--- config.mk ---
export PLATFORM = sky130hd
export DESIGN_NAME = apb_master_bridge_flat
export DESIGN_NICKNAME = d
export VERILOG_FILES = /design/src/rtl/apb_master_bridge_if.sv /design/src/rtl/apb_master_bridge.sv /design/src/flat_wrapper.sv
export SDC_FILE = /design/constraint.sdc
export NUM_CORES = 1
export LEC_CHECK = 0
export BUFFER_PORTS_ARGS = -buffer_cell sky130_fd_sc_hd__buf_2
export CELL_PAD_IN_SITES_DETAIL_PLACEMENT = 2
export CELL_PAD_IN_SITES_GLOBAL_PLACEMENT = 2
export CORE_MARGIN = 3
export CORE_UTILIZATION = 30
export DETAILED_ROUTE_END_ITERATION = 10
export PLACE_DENSITY_LB_ADDON = 0.25
export SYNTH_ARGS = -nofsm -noshare
export SYNTH_HDL_FRONTEND = slang
export SYNTH_SLANG_ARGS = --single-unit
--- constraint.sdc ---
create_clock -name clk -period 4.2 [get_ports clk]
set_input_delay 0.42 -clock clk [delete_from_list [all_inputs] [get_ports clk]]
set_output_delay 0.42 -clock clk [all_outputs]
set_load 0.005 [all_outputs]
--- src/rtl/apb_master_bridge_if.sv ---
// Bundle of the bridge's command port, APB bus, response port and debug taps.
// The master modport is the bridge's view; slave is the environment's view.
//
// Handshakes:
//   cmd: a command transfers on a rising clk edge where cmd_valid && cmd_ready.
//        The requester holds cmd_valid and a stable payload until that edge.
//        cmd_ready depends only on FIFO occupancy, never on cmd_valid.
//   rsp: rsp_valid is a single-cycle pulse with no ready; the consumer must
//        take every response in the cycle it appears.
interface apb_master_bridge_if #(
    parameter int addrWidth = 32,
    parameter int dataWidth = 32,
    parameter int fifoDepth = 4
);
    localparam int CntW = $clog2(fifoDepth) + 1;

    // command port
    logic                 cmd_valid;
    logic                 cmd_ready;
    logic                 cmd_write;
    logic [addrWidth-1:0] cmd_addr;
    logic [dataWidth-1:0] cmd_wdata;

    // APB bus
    logic [addrWidth-1:0] paddr;
    logic                 pwrite;
    logic                 psel;
    logic                 penable;
    logic [dataWidth-1:0] pwdata;
    logic [dataWidth-1:0] prdata;

    // response port and status
    logic                 rsp_valid;
    logic                 rsp_write;
    logic [dataWidth-1:0] rsp_rdata;
    logic                 busy;

    // debug taps: FSM state (0 IDLE, 1 SETUP, 2 ENABLE, 3 CAPTURE) and FIFO count
    logic [1:0]           dbg_state;
    logic [CntW-1:0]      dbg_count;

    modport master (
        input  cmd_valid, cmd_write, cmd_addr, cmd_wdata, prdata,
        output cmd_ready, paddr, pwrite, psel, penable, pwdata,
        output rsp_valid, rsp_write, rsp_rdata, busy, dbg_state, dbg_count
    );

    modport slave (
        output cmd_valid, cmd_write, cmd_addr, cmd_wdata, prdata,
        input  cmd_ready, paddr, pwrite, psel, penable, pwdata,
        input  rsp_valid, rsp_write, rsp_rdata, busy, dbg_state, dbg_count
    );
endinterface

--- src/rtl/apb_master_bridge.sv ---
// APB requester: buffers read/write commands in a small circular FIFO and
// plays each one out as SETUP/ENABLE phases. Writes take 2 bus cycles, reads
// take 3 (an extra CAPTURE cycle to pick up the slave's registered prdata).
// One response pulse is produced per command, in command order.
module apb_master_bridge #(
    parameter int addrWidth = 32,
    parameter int dataWidth = 32,
    parameter int fifoDepth = 4
) (
    input  logic                  clk,
    input  logic                  rst,
    apb_master_bridge_if.master   bus
);
    localparam int PtrW = $clog2(fifoDepth);
    localparam int CntW = PtrW + 1;

    typedef enum logic [1:0] {
        IDLE    = 2'd0,
        SETUP   = 2'd1,
        ENABLE  = 2'd2,
        CAPTURE = 2'd3
    } state_t;

    state_t               state_q, state_d;

    logic [PtrW-1:0]      rd_ptr_q, rd_ptr_d;
    logic [PtrW-1:0]      wr_ptr_q, wr_ptr_d;
    logic [CntW-1:0]      count_q, count_d;

    logic [addrWidth-1:0] addr_mem  [fifoDepth];
    logic                 write_mem [fifoDepth];
    logic [dataWidth-1:0] wdata_mem [fifoDepth];

    logic [addrWidth-1:0] paddr_q;
    logic                 pwrite_q;
    logic                 psel_q;
    logic                 penable_q;
    logic [dataWidth-1:0] pwdata_q;
    logic                 rsp_valid_q;
    logic                 rsp_write_q;
    logic [dataWidth-1:0] rsp_rdata_q;
    logic                 busy_q;

    logic                 fifo_nonempty;
    logic                 push;
    logic                 pop;

    assign fifo_nonempty = (count_q != '0);
    assign bus.cmd_ready = (count_q < CntW'(fifoDepth));
    assign push          = bus.cmd_valid && bus.cmd_ready;
    // SETUP is only ever entered by taking the FIFO head
    assign pop           = (state_d == SETUP);

    // Next FSM state; a write finishing in ENABLE chains straight into SETUP
    always_comb begin
        state_d = state_q;
        case (state_q)
            IDLE:    state_d = fifo_nonempty ? SETUP : IDLE;
            SETUP:   state_d = ENABLE;
            ENABLE:  state_d = pwrite_q ? (fifo_nonempty ? SETUP : IDLE) : CAPTURE;
            CAPTURE: state_d = fifo_nonempty ? SETUP : IDLE;
            default: state_d = IDLE;
        endcase
    end

    // Next FIFO pointers and occupancy; simultaneous push/pop keeps the count
    always_comb begin
        wr_ptr_d = wr_ptr_q;
        rd_ptr_d = rd_ptr_q;
        count_d  = count_q;
        if (push) wr_ptr_d = wr_ptr_q + PtrW'(1);
        if (pop)  rd_ptr_d = rd_ptr_q + PtrW'(1);
        case ({push, pop})
            2'b10:   count_d = count_q + CntW'(1);
            2'b01:   count_d = count_q - CntW'(1);
            default: count_d = count_q;
        endcase
    end

    // FIFO storage; contents need no reset because count gates every read
    always_ff @(posedge clk) begin
        if (push) begin
            addr_mem[wr_ptr_q]  <= bus.cmd_addr;
            write_mem[wr_ptr_q] <= bus.cmd_write;
            wdata_mem[wr_ptr_q] <= bus.cmd_wdata;
        end
    end

    // FIFO pointers and count; reset discards everything queued
    always_ff @(posedge clk or posedge rst) begin
        if (rst) begin
            wr_ptr_q <= '0;
            rd_ptr_q <= '0;
            count_q  <= '0;
        end else begin
            wr_ptr_q <= wr_ptr_d;
            rd_ptr_q <= rd_ptr_d;
            count_q  <= count_d;
        end
    end

    // FSM with registered bus, response and busy outputs
    always_ff @(posedge clk or posedge rst) begin
        if (rst) begin
            state_q     <= IDLE;
            paddr_q     <= '0;
            pwrite_q    <= 1'b0;
            psel_q      <= 1'b0;
            penable_q   <= 1'b0;
            pwdata_q    <= '0;
            rsp_valid_q <= 1'b0;
            rsp_write_q <= 1'b0;
            rsp_rdata_q <= '0;
            busy_q      <= 1'b0;
        end else begin
            state_q   <= state_d;
            psel_q    <= (state_d == SETUP) || (state_d == ENABLE);
            penable_q <= (state_d == ENABLE);

            // address/direction/data change only when a new transfer starts
            if (pop) begin
                paddr_q  <= addr_mem[rd_ptr_q];
                pwrite_q <= write_mem[rd_ptr_q];
                pwdata_q <= wdata_mem[rd_ptr_q];
            end

            rsp_valid_q <= 1'b0;
            if (state_q == ENABLE && pwrite_q) begin
                rsp_valid_q <= 1'b1;
                rsp_write_q <= 1'b1;
                rsp_rdata_q <= '0;
            end else if (state_q == CAPTURE) begin
                rsp_valid_q <= 1'b1;
                rsp_write_q <= 1'b0;
                rsp_rdata_q <= bus.prdata;
            end

            busy_q <= (state_q != IDLE) || fifo_nonempty;
        end
    end

    assign bus.paddr     = paddr_q;
    assign bus.pwrite    = pwrite_q;
    assign bus.psel      = psel_q;
    assign bus.penable   = penable_q;
    assign bus.pwdata    = pwdata_q;
    assign bus.rsp_valid = rsp_valid_q;
    assign bus.rsp_write = rsp_write_q;
    assign bus.rsp_rdata = rsp_rdata_q;
    assign bus.busy      = busy_q;
    assign bus.dbg_state = state_q;
    assign bus.dbg_count = count_q;
endmodule
--- src/flat_wrapper.sv ---
// flat-port wrapper written by rule: the top's interface ports become plain ports
module apb_master_bridge_flat 
#(
    parameter int addrWidth = 32,
    parameter int dataWidth = 32,
    parameter int fifoDepth = 4
)
  (clk, rst, bus_cmd_valid, bus_cmd_write, bus_cmd_addr, bus_cmd_wdata, bus_prdata, bus_cmd_ready, bus_paddr, bus_pwrite, bus_psel, bus_penable, bus_pwdata, bus_rsp_valid, bus_rsp_write, bus_rsp_rdata, bus_busy, bus_dbg_state, bus_dbg_count);
  apb_master_bridge_if #(.addrWidth(addrWidth), .dataWidth(dataWidth), .fifoDepth(fifoDepth)) bus_i ();
  input  logic clk;
  input  logic rst;
  input wire logic [$bits(bus_i.cmd_valid)-1:0] bus_cmd_valid;
  input wire logic [$bits(bus_i.cmd_write)-1:0] bus_cmd_write;
  input wire logic [$bits(bus_i.cmd_addr)-1:0] bus_cmd_addr;
  input wire logic [$bits(bus_i.cmd_wdata)-1:0] bus_cmd_wdata;
  input wire logic [$bits(bus_i.prdata)-1:0] bus_prdata;
  output wire logic [$bits(bus_i.cmd_ready)-1:0] bus_cmd_ready;
  output wire logic [$bits(bus_i.paddr)-1:0] bus_paddr;
  output wire logic [$bits(bus_i.pwrite)-1:0] bus_pwrite;
  output wire logic [$bits(bus_i.psel)-1:0] bus_psel;
  output wire logic [$bits(bus_i.penable)-1:0] bus_penable;
  output wire logic [$bits(bus_i.pwdata)-1:0] bus_pwdata;
  output wire logic [$bits(bus_i.rsp_valid)-1:0] bus_rsp_valid;
  output wire logic [$bits(bus_i.rsp_write)-1:0] bus_rsp_write;
  output wire logic [$bits(bus_i.rsp_rdata)-1:0] bus_rsp_rdata;
  output wire logic [$bits(bus_i.busy)-1:0] bus_busy;
  output wire logic [$bits(bus_i.dbg_state)-1:0] bus_dbg_state;
  output wire logic [$bits(bus_i.dbg_count)-1:0] bus_dbg_count;
  assign bus_i.cmd_valid = bus_cmd_valid;
  assign bus_i.cmd_write = bus_cmd_write;
  assign bus_i.cmd_addr = bus_cmd_addr;
  assign bus_i.cmd_wdata = bus_cmd_wdata;
  assign bus_i.prdata = bus_prdata;
  assign bus_cmd_ready = bus_i.cmd_ready;
  assign bus_paddr = bus_i.paddr;
  assign bus_pwrite = bus_i.pwrite;
  assign bus_psel = bus_i.psel;
  assign bus_penable = bus_i.penable;
  assign bus_pwdata = bus_i.pwdata;
  assign bus_rsp_valid = bus_i.rsp_valid;
  assign bus_rsp_write = bus_i.rsp_write;
  assign bus_rsp_rdata = bus_i.rsp_rdata;
  assign bus_busy = bus_i.busy;
  assign bus_dbg_state = bus_i.dbg_state;
  assign bus_dbg_count = bus_i.dbg_count;
  apb_master_bridge #(.addrWidth(addrWidth), .dataWidth(dataWidth), .fifoDepth(fifoDepth)) u_core (.clk(clk), .rst(rst), .bus(bus_i));
endmodule
# Yosys cells after proc, flatten, opt, wreduce, memory -nomap -nowiden
# Memory sizes are Yosys's and may differ from the RTL's. A register that Yosys moved wholly into a read port is not among the register bits.
# Index checks and enable logic that the tools add are counted.
dict set report word_totals {
  input_bits 100
  wordCells 47
  ram_bits 260
  mem_count 3
  output_inout_bits 108
  register_bits 46
}
# memory words word_bits rd rd_clocked_by_memory_dff write_ports line
set mem_list {}
lappend mem_list {u_core.addr_mem 4 32 1 1 1 apb_master_bridge.sv:30} ;# logic [addrWidth-1:0] addr_mem [fifoDepth];
lappend mem_list {u_core.wdata_mem 4 32 1 1 1 apb_master_bridge.sv:32} ;# logic [dataWidth-1:0] wdata_mem [fifoDepth];
lappend mem_list {u_core.write_mem 4 1 1 1 1 apb_master_bridge.sv:31} ;# logic write_mem [fifoDepth];
dict set report classes {
  add_sub_neg 4
  n_lt_le_gt_ge 1
  n_mux 12
  n_reduce_logical 10
  eq_ne 7
}
# operator n
set ops {}
lappend ops {{2-to-1 mux 32 bit} 2}
lappend ops {{== test 2 bit (second input constant)} 4}
lappend ops {{2-to-1 mux 1 bit} 7}
lappend ops {{== test 2 x 1 -> 1 bit (second input constant)} 3}
lappend ops {{case mux 2 bit (3 select lines)} 1}
lappend ops {{case mux 3 bit (2 select lines)} 1}
lappend ops {{nonzero test 2 bit} 3}
lappend ops {{adder 2 x 1 -> 2 bit (second input constant)} 2}
lappend ops {{adder 3 x 1 -> 3 bit (second input constant)} 1}
lappend ops {{< comparator 3 bit (second input constant)} 1}
lappend ops {{nonzero test 3 bit} 1}
lappend ops {{subtractor 3 x 1 -> 3 bit (second input constant)} 1}
lappend ops {{logical AND 1 bit} 2}
lappend ops {{logical NOT 2 bit} 1}
lappend ops {{logical OR 1 bit} 2}
lappend ops {{2-to-1 mux 2 bit} 1}
lappend ops {{OR reduction 2 bit} 1}

# Longest topological paths before layout
dict set report logic_depth {
  depth_word 7
  mapped_depth 12
}

# Worst setup path after synthesis
# Ideal clock, no wire load.
dict set report synth_path {
  path_kind {input port to flip-flop}
  from {input port bus_cmd_valid}
  to {memory u_core.addr_mem[0][0], enable pin}
  path_slack_ps 1443
  required_time_ps 3770
  setup_ps 430
  t_arrival_ps 2327
  stages 3
  path_buffers 1
  cell_sequence {nor2b_1 -> clkbuf_1 -> and2_1}
}
dict set report synth_via {
  elab_chain_cells 3
}
# item line
set synth_rtl {}
lappend synth_rtl {{from (decl)} flat_wrapper.sv:12} ;# input wire logic [$bits(bus_i.cmd_valid)-1:0] bus_cmd_valid;
lappend synth_rtl {{logical AND 1 bit} apb_master_bridge.sv:50} ;# assign push = bus.cmd_valid && bus.cmd_ready;
lappend synth_rtl {{2-to-1 mux 1 bit} apb_master_bridge.sv:82} ;# if (push) begin
lappend synth_rtl {{2-to-1 mux 1 bit (implied by the code)} apb_master_bridge.sv:83} ;# addr_mem[wr_ptr_q] <= bus.cmd_addr;
lappend synth_rtl {{to (decl)} apb_master_bridge.sv:30}
# Every way passes these cells.

# Final worst setup path
dict set report layout_path {
  from {register u_core.state_q[0], in the netlist u_core.bus.dbg_state[0]}
  to {register u_core.pwdata_q[18], in the netlist u_core.bus.pwdata[18], read port of u_core.wdata_mem}
}
dict set report layout_via {
  elab_chain_cells 4
  elab_cells_between_ends 7
}
# item line
set layout_rtl {}
lappend layout_rtl {{from (decl)} apb_master_bridge.sv:24} ;# state_t state_q, state_d;
lappend layout_rtl {{from (signal assigned)} apb_master_bridge.sv:116} ;# state_q <= state_d;
lappend layout_rtl {{== test 2 bit or logical NOT 2 bit (tied branches)} apb_master_bridge.sv:57} ;# case (state_q)
lappend layout_rtl {{OR reduction 2 bit (no line)} n/a}
lappend layout_rtl {{case mux 2 bit (3 select lines) *} apb_master_bridge.sv:57}
lappend layout_rtl {{net u_core.state_d[0]} apb_master_bridge.sv:24}
lappend layout_rtl {{== test 2 x 1 -> 1 bit *} apb_master_bridge.sv:52} ;# assign pop = (state_d == SETUP);
lappend layout_rtl {{to (decl)} apb_master_bridge.sv:38} ;# logic [dataWidth-1:0] pwdata_q;
# The timed path passes the listed nets; every way through them passes the cells marked *.
# A chain may end at the register's enable or synchronous reset.

==> impl_metrics.csv <==
group,metric,value,unit
cts,numCtsBuffers,43,
setup_path,critPathLaunchType,"flop",
pwr,peakVddDrop,0.345,mV
cts,holdBufCountCts,0,
setup_path,reg2reg_depth,8,
pwr,power.density,773,nW/um^2
cts,htree_levels,2,
finish,multi_input_area,3090,um^2
synth,synth_top_family_by_area,"multiplexers",
routing,num_vias,7689,
timing,fin_skew,0.0198,ns
routing,vias_per_cell,4.66,
place,place_ws,1.51,ns
finish,seqCellArea,10600,um^2
synth,async_flop_share,0.299,
synth,syn_avg_cell_area,17.8,um^2
synth,synth_area,14100,um^2
synth,synth_most_common_cell,"edfxtp_1",
routing,drcViolationCount,0,
setup_path,r2r-end,"u_core.bus.pwdata[18]",
setup_path,crit_end,"u_core.bus.pwdata[18]",
timing,fmax,379,MHz
timing,worst_slack,1.56,ns
synth,muxShareOfSynthArea,0.116,
setup_path,crit_type,"reg2reg",
grt,grt_pass1_wl,54.1,mm
timing,slew_headroom,0.299,
setup_path,worstPathArrival,3.07,ns
place,place.gp.congestion,0.656,
synth,synth-compound-area-share,0.0430,
hold_path,hold_path.class,"in2async",
cts,path_clk_slew,0.06,ns
synth,synth_edf_count,260,
timing,whs,0.0271,ns
finish,fillers,4577,
synth,synth-seq-cells,371,
setup_path,crit_fanout,65,
timing,period_share,0.628,
timing,final-max-slew-violation-count,0,
timing,grt_setup_unrepaired,"false",
setup_path,end_kind,"flop",
cts,cts_root_buf,"clkbuf_16",
finish,final_area,17000,um^2
synth,synth-adder-area-share,0.0112,
die,core,46000,um^2
routing,ant_nets,0,
place,place_area,15700,um^2
synth,yosysUniqueCellTypes,26,
cts,post_cts_buffers,0,
setup_path,crit_required,4.63,ns
grt,antenna_found_initial,4,
timing,setup_viol,0,
place,dp.cells,1570,
routing,wl_per_cell,21.4,um
grt,grt_max_degree,70,
synth,yosys.area.top_type,"edfxtp_1",
setup_path,r2r_setup_slack,1.56,ns
place,portBuffers,207,
die,die_h,223,um
synth,yosysSeqAreaShare,0.749,
cts,cts_tree,"done",
synth,syn_nets,907,
cts,clock_path_buffers,3,
timing,fin_setup_tns,0,ns
synth,synth-simple-area-share,0.0430,
timing,fin_crit,2.64,ns
synth,yosys_warnings,0,
timing,worst_pin_slew,1.05,ns
grt,grt_pass1_vias,8636,
synth,synth_ff_type,"edfxtp_1",
cts,numClockSinks,371,
die,dieArea,49700,um^2
place,dpl.hpwl,20.6,mm
routing,drt_first_pass_iters,4,
pwr,p_leak,6.83,nW
synth,synth_cells,795,
routing,routed_wirelength,35.4,mm
synth,netlist_top_cells_area,"edfxtp_1 (55%), dfrtp_1 (20%), mux2i_1 (12%), o221ai_1 (4.0%), nand2b_1 (3.0%)",
synth,synth.top_cells.by_count,"edfxtp_1 (260), mux2i_1 (163), dfrtp_1 (111)",
cts,cts_resized,0,
finish,areaGrowthSynthToFinish,20.4,%
finish,drive_gt1_frac,0.276,
setup_path,r2r_start,"u_core.bus.dbg_state[0]",
cts,clkLatencyLatePin,0.56,ns
grt,grt_overflow_total,0,
timing,hold_viol_final,0,
synth,synth_top_area_frac,0.553,
die,ios,208,
finish,nets,1127,
setup_path,crit_start,"u_core.bus.dbg_state[0]",
grt,grt_usage,0.142,
synth,synth_xor_xnor_area_share,0.00372,
routing,first_iter_violations,323,
die,std_cell_rows,78,
die,start_util,0.307,
die,die_w,223,um
finish,final-instance-count-excl-fill,1651,
run,maxCapViolCount,0,
outcome,status,"complete, no violations",
## sequential cells by signal, indices dropped and copies added (netlist names), 2 cells and up
name,cells
u_core.addr_mem,128
u_core.wdata_mem,128
u_core.bus.paddr,32
u_core.bus.pwdata,32
u_core.bus.rsp_rdata,32
u_core.write_mem,4
u_core.bus.dbg_count,3
u_core.bus.dbg_state,2
u_core.rd_ptr_q,2
u_core.wr_ptr_q,2
## per-layer routing
metal  vias to the layer above  track usage  wire length [um]
met1                      3969        0.181             15200
met2                       200        0.241             17600
met5                         -            0                41
li1                       3460            -                 -
met4                         6       0.0420               713
met3                        54       0.0337              1830
## layout by cell type (no fill, tap or decap), types with 4 or more instances in the layout
cell type,n
dfrtp_1,110
nand2_1,4
clkinv_2,6
inv_1,13
ha_1,9
nor2_1,34
and2_4,4
nand2b_1,66
o221ai_1,65
clkbuf_16,44
mux2i_1,163
xnor2_1,4
clkbuf_1,20
buf_12,4
buf_2,207
edfxtp_1,260
buf_4,9
clkbuf_8,5
inv_6,4
## metrics by stage
stage | total power [mW] | util
after detailed placement | 9.80 | 0.341
after CTS | 13.5 | 0.370
after global routing | 14.0 | 0.370
after floorplan | 8.29 | -
after global placement | 9.62 | 0.341
final | 13.1 | 0.370
## cell families (layout without fill, tap and decap cells)
kind of cell,Yosys count,in the layout
AO/OA/AOI/OAI,71,71
buffers and inverters,59,314
multiplexers,163,163
AND/OR/NAND/NOR,113,113
XOR/XNOR,6,6
adder cells (fa/ha/maj),12,12
other,0,1
flip-flops,371,371
## how the worst min path moves through the flow
stage / slack, ns / startpoint / cells after the start / end
6_report: 0.03 / rst / 2 / u_core.bus.rsp_rdata[15]
2_1_floorplan: 0.46 / u_core.rd_ptr_q[1] / 1 / u_core.rd_ptr_q[1]
5_1_grt: 0.05 / rst / 2 / u_core.bus.rsp_rdata[15]
3_3_place_gp: 0.48 / u_core.bus.pwdata[28] / 2 / u_core.bus.pwdata[28]
4_1_cts: 0.03 / rst / 2 / u_core.bus.pwdata[1]
3_5_place_dp: 0.48 / u_core.bus.pwdata[3] / 2 / u_core.bus.pwdata[3]
## worst max-delay path: stages (launching register included)
cell      delay (ns)
dfrtp_1         0.41
inv_1           0.11
ha_1            0.21
inv_1           0.08
a21oi_1         0.19
o21ba_1         0.19
ha_2            0.27
nand2_4         0.58
o221ai_1        0.45
## final cells by class
type / instances / area share
well taps: 600 / 0.0441
repair buffers: 220 / 0.0696
diodes: 1 / 0.000147
flip-flops and latches: 371 / 0.623
clock inverters: 11 / 0.00552
inverters: 14 / 0.00338
multi-input cells: 365 / 0.181
clock buffers: 69 / 0.0732
## report_power, final
part	switching (mW)	internal, mW	total (mW)
Combinational	2.34	1.81	4.16
Sequential	0.539	4.89	5.43
Clock	1.46	2.10	3.56
Power figures use the tool's default switching activity.
